$ cat src/rtl/instruction_loader.sv
// Instruction loader: receives a byte stream, packs it big-endian into 32-bit
// words and writes them to consecutive instruction-memory addresses.
//
// state | meaning
// IDLE  | waiting for Start (Error may be set from the last session)
// LOAD  | accepting bytes of the current word, idle-gap timer running
// WRITE | one-cycle write strobe for the assembled word
// DONE  | all requested words written, waiting for the next Start
module instruction_loader #(
  parameter int DEPTH   = 64,
  parameter int ADDR_W  = 6,
  parameter int TIMEOUT = 255
) (
  input  logic              Clk,
  input  logic              Reset_n,
  input  logic              Start,
  input  logic [ADDR_W:0]   WordCount,
  input  logic [7:0]        ByteIn,
  input  logic              ByteValid,
  output logic              ByteReady,
  output logic              WriteEnable,
  output logic [ADDR_W-1:0] WriteAddress,
  output logic [31:0]       WriteData,
  output logic              Busy,
  output logic              Done,
  output logic              Error
);

  localparam int TMR_W = (TIMEOUT < 2) ? 1 : $clog2(TIMEOUT + 1);
  localparam logic [ADDR_W:0]  DEPTH_CNT = (ADDR_W + 1)'(DEPTH);
  // The idle cycle that would bring the timer to TIMEOUT aborts the session.
  localparam logic [TMR_W-1:0] TMR_LAST  = TMR_W'(TIMEOUT - 1);

  typedef enum logic [1:0] {IDLE, LOAD, WRITE, DONE} state_t;

  state_t              state, state_d;
  logic [ADDR_W-1:0]   addr, addr_d;
  logic [1:0]          idx, idx_d;
  logic [23:0]         buf_q, buf_d;
  logic [ADDR_W:0]     count, count_d;
  logic [TMR_W-1:0]    timer, timer_d;
  logic [ADDR_W-1:0]   wr_addr_d;
  logic [31:0]         wr_data_d;
  logic                error_d;
  logic                ready_d, we_d, busy_d, done_d;
  logic                accept;

  assign accept = (state == LOAD) && ByteValid && ByteReady;

  // Next-state and next-output logic; all outputs are registered below.
  always_comb begin
    state_d   = state;
    addr_d    = addr;
    idx_d     = idx;
    buf_d     = buf_q;
    count_d   = count;
    timer_d   = timer;
    wr_addr_d = WriteAddress;
    wr_data_d = WriteData;
    error_d   = Error;

    case (state)
      IDLE, DONE: begin
        if (Start) begin
          if ((WordCount == '0) || (WordCount > DEPTH_CNT)) begin
            error_d = 1'b1;
            state_d = IDLE;
          end else begin
            state_d = LOAD;
            addr_d  = '0;
            idx_d   = 2'd0;
            timer_d = '0;
            error_d = 1'b0;
            count_d = WordCount;
          end
        end
      end
      LOAD: begin
        if (accept) begin
          timer_d = '0;
          idx_d   = idx + 2'd1;
          case (idx)
            2'd0: buf_d[23:16] = ByteIn;
            2'd1: buf_d[15:8]  = ByteIn;
            2'd2: buf_d[7:0]   = ByteIn;
            default: begin
              state_d   = WRITE;
              wr_addr_d = addr;
              wr_data_d = {buf_q, ByteIn};
            end
          endcase
        end else if (timer == TMR_LAST) begin
          // Partial word is dropped simply by restarting idx on the next Start.
          state_d = IDLE;
          error_d = 1'b1;
          idx_d   = 2'd0;
        end else begin
          timer_d = timer + TMR_W'(1);
        end
      end
      WRITE: begin
        // count <= DEPTH, so the address can never step past DEPTH-1.
        if (({1'b0, addr} + (ADDR_W + 1)'(1)) == count) begin
          state_d = DONE;
        end else begin
          addr_d  = addr + ADDR_W'(1);
          idx_d   = 2'd0;
          state_d = LOAD;
        end
      end
      default: state_d = IDLE;
    endcase

    ready_d = (state_d == LOAD);
    we_d    = (state_d == WRITE);
    busy_d  = (state_d == LOAD) || (state_d == WRITE);
    done_d  = (state_d == DONE);
  end

  // State, datapath and output registers.
  always_ff @(posedge Clk or negedge Reset_n) begin
    if (!Reset_n) begin
      state        <= IDLE;
      addr         <= '0;
      idx          <= 2'd0;
      buf_q        <= '0;
      count        <= '0;
      timer        <= '0;
      ByteReady    <= 1'b0;
      WriteEnable  <= 1'b0;
      WriteAddress <= '0;
      WriteData    <= 32'h0000_0000;
      Busy         <= 1'b0;
      Done         <= 1'b0;
      Error        <= 1'b0;
    end else begin
      state        <= state_d;
      addr         <= addr_d;
      idx          <= idx_d;
      buf_q        <= buf_d;
      count        <= count_d;
      timer        <= timer_d;
      ByteReady    <= ready_d;
      WriteEnable  <= we_d;
      WriteAddress <= wr_addr_d;
      WriteData    <= wr_data_d;
      Busy         <= busy_d;
      Done         <= done_d;
      Error        <= error_d;
    end
  end

endmodule

$ cat config.mk
export PLATFORM = sky130hd
export DESIGN_NAME = instruction_loader
export DESIGN_NICKNAME = d
export VERILOG_FILES = /design/src/rtl/instruction_loader.sv
export SDC_FILE = /design/constraint.sdc
export NUM_CORES = 1
export LEC_CHECK = 0
export ABC_AREA = 0
export CAP_MARGIN = 20
export CELL_PAD_IN_SITES_DETAIL_PLACEMENT = 0
export CELL_PAD_IN_SITES_GLOBAL_PLACEMENT = 1
export CORE_MARGIN = 4
export CORE_UTILIZATION = 40
export DETAILED_ROUTE_END_ITERATION = 10
export GPL_TIMING_DRIVEN = 0
export PLACE_DENSITY_LB_ADDON = 0.1
export SKIP_CTS_REPAIR_TIMING = 1
export SLEW_MARGIN = 20
export SYNTH_ARGS = -nofsm -noshare
export SYNTH_HDL_FRONTEND = slang
export SYNTH_SLANG_ARGS = --single-unit
export TNS_END_PERCENT = 5
$ cat constraint.sdc
create_clock -name Clk -period 2.5 [get_ports Clk]
set_input_delay 0.375 -clock Clk [delete_from_list [all_inputs] [get_ports Clk]]
set_output_delay 0.375 -clock Clk [all_outputs]
set_load 0.05 [all_outputs]
======== Word level (Yosys, flattened, before mapping) ========
Cells that the tools add are included.
operators by class
  magnitude comparators ................... 1
  reduce and logical (&&, ||, !) cells .... 20
  multiplexer cells ....................... 27
  bitwise operators ....................... 2
  equal/unequal tests ..................... 17
  add/subtract/negate cells ............... 4
operators with widths
  kind                                                                     number
  8-bit two-way mux                                                        4
  2-bit two-way mux                                                        10
  6-bit two-way mux                                                        3
  8-bit case mux with 2 select lines                                       1
  4-bit AND reduction                                                      4
  3-bit AND reduction                                                      5
  2-bit case mux with 3 select lines                                       2
  6-bit case mux with 2 select lines                                       1
  2-bit equality test, second input constant                               5
  8-bit by 1-bit adder with 8-bit output, second input constant            1
  8-bit equality test, second input constant                               1
  2-bit inequality test, second input constant                             4
  6-bit by 1-bit adder with 7-bit output, second input constant            1
  7-bit equality test                                                      1
  7-bit > comparator, second input constant                                1
  7-bit logical NOT                                                        1
  6-bit by 1-bit adder with 6-bit output, second input constant            1
  2-bit by 1-bit equality test with 1-bit output, second input constant    3
  1-bit two-way mux                                                        5
  2-bit logical NOT                                                        2
  2-bit nonzero test                                                       2
  3-bit by 2-bit inequality test with 1-bit output, second input constant  1
  3-bit inequality test, second input constant                             1
  3-bit OR reduction                                                       1
  other kinds (7)                                                          10
storage, ports and cells
  output and inout bits ................... 43
  logic and storage cells ................. 86
  bits of input ports ..................... 19
  register bits ........................... 92

======== Depth between registers and ports, before layout ========
Gate-level depths: netlist of run 1.
  word-level depth ........................ 7
  mapped depth ............................ 10
  depth with buffers taken out ............ 10

======== Worst setup path after synthesis of run 1 ========
OpenSTA, ideal clock, no wires.
  path type ............................... register to register
  start point ............................. reg addr[0]
  end point ............................... reg addr[2]
  clock period less this slack ............ 2.074 ns
  setup time .............................. 0.126 ns
  cell stages (with the launch flop) ...... 8
  slack ................................... 0.426 ns
  data required time ...................... 2.374 ns
  arrival time ............................ 1.948 ns
  buffers on the path ..................... 0
  cells stage by stage .................... dfrtp_1 > ha_1 > nand4_1 > xor2_1 > o211a_1 > o2111a_2 > or2_4 > a221o_1
on the way
  longest elaborated chain between the ends .. 4
  elaborated cells between the ends (all ways) .. 7
  classes of those cells .................. add/sub: 2; eq/ne: 2; mux: 2; reduce/logical: 1
ends and longest elaborated chain
  item                                    line  RTL
  from (decl)                             37    logic [ADDR_W-1:0] addr, addr_d;
  from (signal assigned)                  138   addr <= addr_d;
  6-bit by 1-bit adder with 7-bit output  103   if (({1'b0, addr} + (ADDR_W + 1)'(1)) == count) begin
  7-bit equality test                     103
  2-bit inequality test (no source line)  n/a
  4-bit AND reduction (no source line)    n/a
Several ways; a longest one is shown, not always the timed one. The select of a mux whose other input is x is not followed.
A chain may end at the register's enable or synchronous reset.

======== Worst setup path in the final report of run 1 ========
Same ends and word-level chain as after synthesis.

==> flow_summary.toml, run 1 <==
[status]
status = "completed"

[sta]
max_freq_mhz = 443
period_share = 0.903
setup_slack_ps = 241
min_period_ps = 2260
setup_viol = 0
relSlewSlack = 0.522
worst_slew_pin_slew_ps = 717
final_hold_viol_count = 0
tns_ps = 0
clock_skew_ps = 15.1
rsz0062_at_grt = "no"
drv_slew = 0

[power]
ir_worst_vdd_mv = 0.716
power_density_nw_per_um2 = 806
p_leak_nw = 2.39

[floorplan]
start_util = 0.415
row_count = 36
dieArea_um2 = 11900
ios = 62
dieWidth_um = 109
die_y_um = 109
core_region_area_um2 = 9860

[layout]
multi_input_area_um2 = 1720
syn2layout_area_growth_pct = 25.7
final.fill_count = 878
final_layout_size_suffix_gt1_frac = 0.276
post-route-util = 0.521
layout.nets = 421
regArea_um2 = 2300
num_antenna_cells = 0
fin_area_um2 = 5140

[clocking]
root_buffer = "clkbuf_8"
cts_tree = "done"
h-tree-depth = 3
clockBufferDepth = 2
clock_sinks = 92
clk_pin_slew_worst_paths_ps = 100
cts_buffers = 9
insertion_delay_ps = 360

[global_routing]
grt-ovfl-total = 0
grt_use_total = 0.151
grt_pass1_vias = 2753
grt_first_pass_wirelength_um = 13800
grt_max_degree = 77
antenna_found_initial = 0

[worst_setup_path]
cp_top_family = "compound AO/OA/AOI/OAI gates"
endpoint_kind = "flop"
path_buf_inv = 0
start_kind = "flop"
crit_fanout = 7
crit_slowest_cell = "dfrtp_2"
crit_type = "reg2reg"
worstPathCellList = "ha_1 > nand4_1 > xor2_1 > o211a_1 > o2111a_2 > or2_4 > a221o_1"
cp.arrival_ps = 2520
cp_data_required_time_ps = 2760
slowest_delay_ps = 480

[detailed_routing]
drt_iter0_markers = 88
wire_per_inst_um = 15.3
route.met2.wl_um = 3720
dr.max_layer_used = "met4"
drt-vias-per-instance = 5.04
ant_nets = 0
num_vias = 2662
dr.pass1.iters = 4
wl_met1_um = 3880
wirelength_um = 8070
met3_wirelength_um = 387
drc = 0

[synthesis]
synth.distinct_cells = 50
synthFlopType = "dfrtp_1"
synth_area_um2 = 4090
synth.yosys.seq_area_share = 0.563
synth.top_cells.by_area = "dfrtp_1, mux2_2, ha_1"
synth_nets = 347
yosysTopAreaCell = "dfrtp_1"
synth_edf_count = 0
yosys_warnings = 0
synth_top_area_frac = 0.563
syn_avg_cell_area_um2 = 12.9
syn_inst = 316
ys_async_sr_fraction = 1.00
ys_ff_latch = 92

[placement]
place.gp.congestion = 0.727
io_buffers = 61
post_dp_cell_area_um2 = 4900
dpl_worst_slack_ps = -254
post-dp-hpwl_um = 5760

[min_path]
hold_class = "in2async"

[run]
cap_violations = 0
## synthesized netlist by cell type, types with 3 or more instances
master    number
dfrtp_1       92
mux2_2        68
nand2_1       21
nor2_1        17
ha_1          12
o21ai_0       11
nand3_1        9
inv_1          8
xor2_1         8
nand4_1        4
o31ai_1        4
a211o_1        3
a21oi_1        3
a31oi_1        3
and3_1         3
clkbuf_1       3
nand2b_1       3
nor4_1         3
xnor2_1        3
## final cells by class
type | count | area share
plain buffers | 9 | 0.0109
clock buffers | 9 | 0.0241
clock inverters | 7 | 0.0187
inverters | 8 | 0.00584
multi-input cells | 207 | 0.334
flip-flops and latches | 92 | 0.448
well taps | 133 | 0.0324
repair buffers | 63 | 0.126
## kinds of logic after synthesis
kind of cell    Yosys count  synth area share
simple gates             74            0.0942
buf+inv                  17            0.0205
flops                    92             0.563
xor+xnor                 11            0.0235
mux                      68             0.187
fa+ha+maj                12            0.0367
compound gates           42            0.0752
## final timing paths
kind / start / cells after the start / to / slack, ps
worst max-delay path: addr[0] / 7 / addr[2] / 240
worst min-delay path: Reset_n / 2 / WriteData[28] / 400
worst max register to register: addr[0] / 7 / addr[2] / 240
worst min register to register: buf_q[8] / 1 / WriteData[16] / 500
max in group asynchronous: Reset_n / 3 / buf_q[23] / 1480
min in group Clk: buf_q[8] / 1 / WriteData[16] / 500
## metrics by stage
step	std cells	power (W)	hold WS, ps
after floorplan	316	0.00272	79.4
after global placement	510	0.00302	481
after detailed placement	511	0.00306	224
after CTS	527	0.00418	-177
after global routing	528	0.00441	408
final	528	0.00415	404
## registers in the layout, summed over array words and instances (netlist names), 2 cells and up
signal	flops
addr	6
count	7
WriteAddress	6
buf_q	24
state	2
timer	8
WriteData	32
idx	2
## power by group
| part | leakage [nW] | switching (W) | total (W) | internal (W) |
|---|---|---|---|---|
| Clock | 0.114 | 0.000553 | 0.00112 | 0.000569 |
| Sequential | 1.23 | 0.000172 | 0.00195 | 0.00178 |
| Combinational | 1.04 | 0.000585 | 0.00107 | 0.000488 |
## placed cells by master, fill, tap and decap left out, drive strengths merged, types with 4 or more instances in the layout
master and n:
dfrtp 92, mux2 68, clkdlybuf4s50 60, nand2 21
nor2 17, clkbuf 15, ha 12, o21ai 11
nand3 10, inv 10, xor2 8, buf 5
nand4 4, o31ai 4, and3 4, nor4 4
## per-layer routing
layer	global-route usage	up-vias
met3	0.0432	8
met2	0.239	54
met1	0.204	1316
met5	0	-
met4	0.0433	0
li1	-	1284
(Power assumes the default switching activity.)
==> run 2: changes to the inputs <==
Settings changed: CTS_BUF_LIST set to sky130_fd_sc_hd__clkbuf_8.
Clock period 2.5 ns to 2 ns, I/O delays scaled along.
==> run 2 against run 1 <==
The flow now finishes with violations (setup timing). Power increased by 24%. Die area unchanged. Wire length increased by 2.7%. Critical path type unchanged. Clock skew decreased by 6.7 ps. Critical path depth increased by 1. Critical endpoint is now addr[1]. Sequential share of layout area decreased by 1.8 points. Sequential power increased by 25%. Worst setup slack got worse by 290 ps. Largest power group unchanged. Register-to-register slack got worse by 290 ps. Largest cell class unchanged. Non-clock buffer count increased by 10. Count of clock-buffer cells in the layout unchanged.
==> flow_summary.toml, run 2 (same netlist as run 1, synthesis figures left out) <==
[status]
status = "finished with violations"
violations = "setup timing"

[floorplan]
die_y_um = 109
row_count = 36
dieWidth_um = 109
core_region_area_um2 = 9860
ios = 62
start_util = 0.415
dieArea_um2 = 11900

[sta]
rsz0062_at_grt = "yes"
setup_slack_ps = -47.8
min_period_ps = 2050
period_share = 1.02
setup_viol = 3
drv_slew = 0
worst_slew_pin_slew_ps = 509
relSlewSlack = 0.660
final_hold_viol_count = 0
clock_skew_ps = 8.36
max_freq_mhz = 488

[detailed_routing]
drt_iter0_markers = 84
drt-vias-per-instance = 5.09
num_vias = 2740
wire_per_inst_um = 15.4
dr.pass1.iters = 4
wirelength_um = 8290
drc = 0
ant_nets = 0

[clocking]
clockBufferDepth = 2
root_buffer = "clkbuf_8"
clock_sinks = 92
h-tree-depth = 3
clk_pin_slew_worst_paths_ps = 90
insertion_delay_ps = 360
cts_tree = "done"
cts_buffers = 9

[power]
finalPower_w = 0.00516
netSwitchingFraction = 0.324
power_frac_clock = 0.243
p_leak_nw = 2.45
ir_worst_vdd_mv = 0.722
power.switching_w = 0.00167
p_int_w = 0.00349
power_density_nw_per_um2 = 960
combPwrFrac = 0.285
sequentialPowerShare = 0.473

[layout]
reg_top3 = "WriteData (32), buf_q (24), timer (8)"
syn2layout_area_growth_pct = 31.3
mostFrequentLayoutCells = "dfrtp_1, mux2_2, clkdlybuf4s50_1"
regMostFlops = "WriteData"
final_common_cell = "dfrtp_1"
num_antenna_cells = 0
post-route-util = 0.545
layout.nets = 431
largest_register_ffs = 32
fin_area_um2 = 5370
final_layout_size_suffix_gt1_frac = 0.351
final.fill_count = 898

[worst_setup_path]
cp.arrival_ps = 2300
crit_type = "reg2reg"
cp_data_required_time_ps = 2250
endpoint_kind = "flop"
start_kind = "flop"
crit_fanout = 6

[global_routing]
antenna_found_initial = 0
grt_max_degree = 60
grt_use_total = 0.150
grt-ovfl-total = 0
grt_pass1_vias = 2811
grt_first_pass_wirelength_um = 13800

[placement]
io_buffers = 61
place.gp.congestion = 0.758
post-dp-hpwl_um = 5750
post_dp_cell_area_um2 = 4900

[run]
cap_violations = 0

[min_path]
hold_class = "in2async"
-- run 2: cell types whose count changed in the layout (fill, tap and decap cells not counted), sizes merged --
cell	previous run	this run
clkbuf	15	11
clkinvlp	0	2
clkinv	3	1
inv	10	11
buf	5	19
bufinv	2	1
-- run 2: area by class of cell --
class	instances	area, µm²	share of cell area
Sequential cell	92	2310	0.430
Multi-Input combinational cell	207	1870	0.347
Timing Repair Buffer	74	732	0.136
Tap cell	133	166	0.0310
Clock buffer	9	124	0.0231
Clock inverter	7	75.1	0.0140
Buffer	8	71.3	0.0133
Inverter	8	30.0	0.00559
-- run 2: worst max-delay path: stages, from the launching register on --
cell	delay, ps
dfrtp_2	460
ha_4	190
nand4_1	100
xor2_1	150
o211a_1	140
o2111a_2	300
or2_4	260
buf_4	140
a32o_1	200
-- run 2: layer usage --
| layer | vias up | part of all wire | GRT usage |
|---|---|---|---|
| li1 | 1309 | - | - |
| met1 | 1351 | 0.46 | 0.198 |
| met2 | 59 | 0.47 | 0.241 |
| met3 | 21 | 0.045 | 0.0332 |
| met4 | 0 | 0.021 | 0.0568 |
| met5 | - | 0 | 0 |
-- run 2: final timing paths --
path / startpoint / endpoint / slack [ps] / cells past startpoint
worst max-delay path: addr[0] / addr[1] / -50 / 8
worst min-delay path: Reset_n / WriteData[29] / 390 / 2
worst max register to register: addr[0] / addr[1] / -50 / 8
worst min register to register: buf_q[16] / WriteData[24] / 510 / 1
max in group asynchronous: Reset_n / timer[3] / 1010 / 3
min in group Clk: buf_q[16] / WriteData[24] / 510 / 1
-- run 2: stage by stage --
step	instances	setup WS, ps	hold slack (ps)	TNS, ps
after CTS	527	-526	-181	-15540
after floorplan	316	-72.2	4.41	-790
after global placement	510	-2820	480	-282750
after detailed placement	511	-716	221	-25050
final	538	-47.8	393	-96.7
after global routing	538	-168	411	-1180
-- run 2: power by group through the flow --
stage / clock network, W / registers (W) / logic [W]
2_1_floorplan: 0 / 0.00261 / 0.000791
3_3_place_gp: 0 / 0.00246 / 0.00132
3_5_place_dp: 0 / 0.00247 / 0.00135
4_1_cts: 0.00130 / 0.00244 / 0.00135
5_1_grt: 0.00139 / 0.00250 / 0.00163
6_report: 0.00125 / 0.00244 / 0.00147
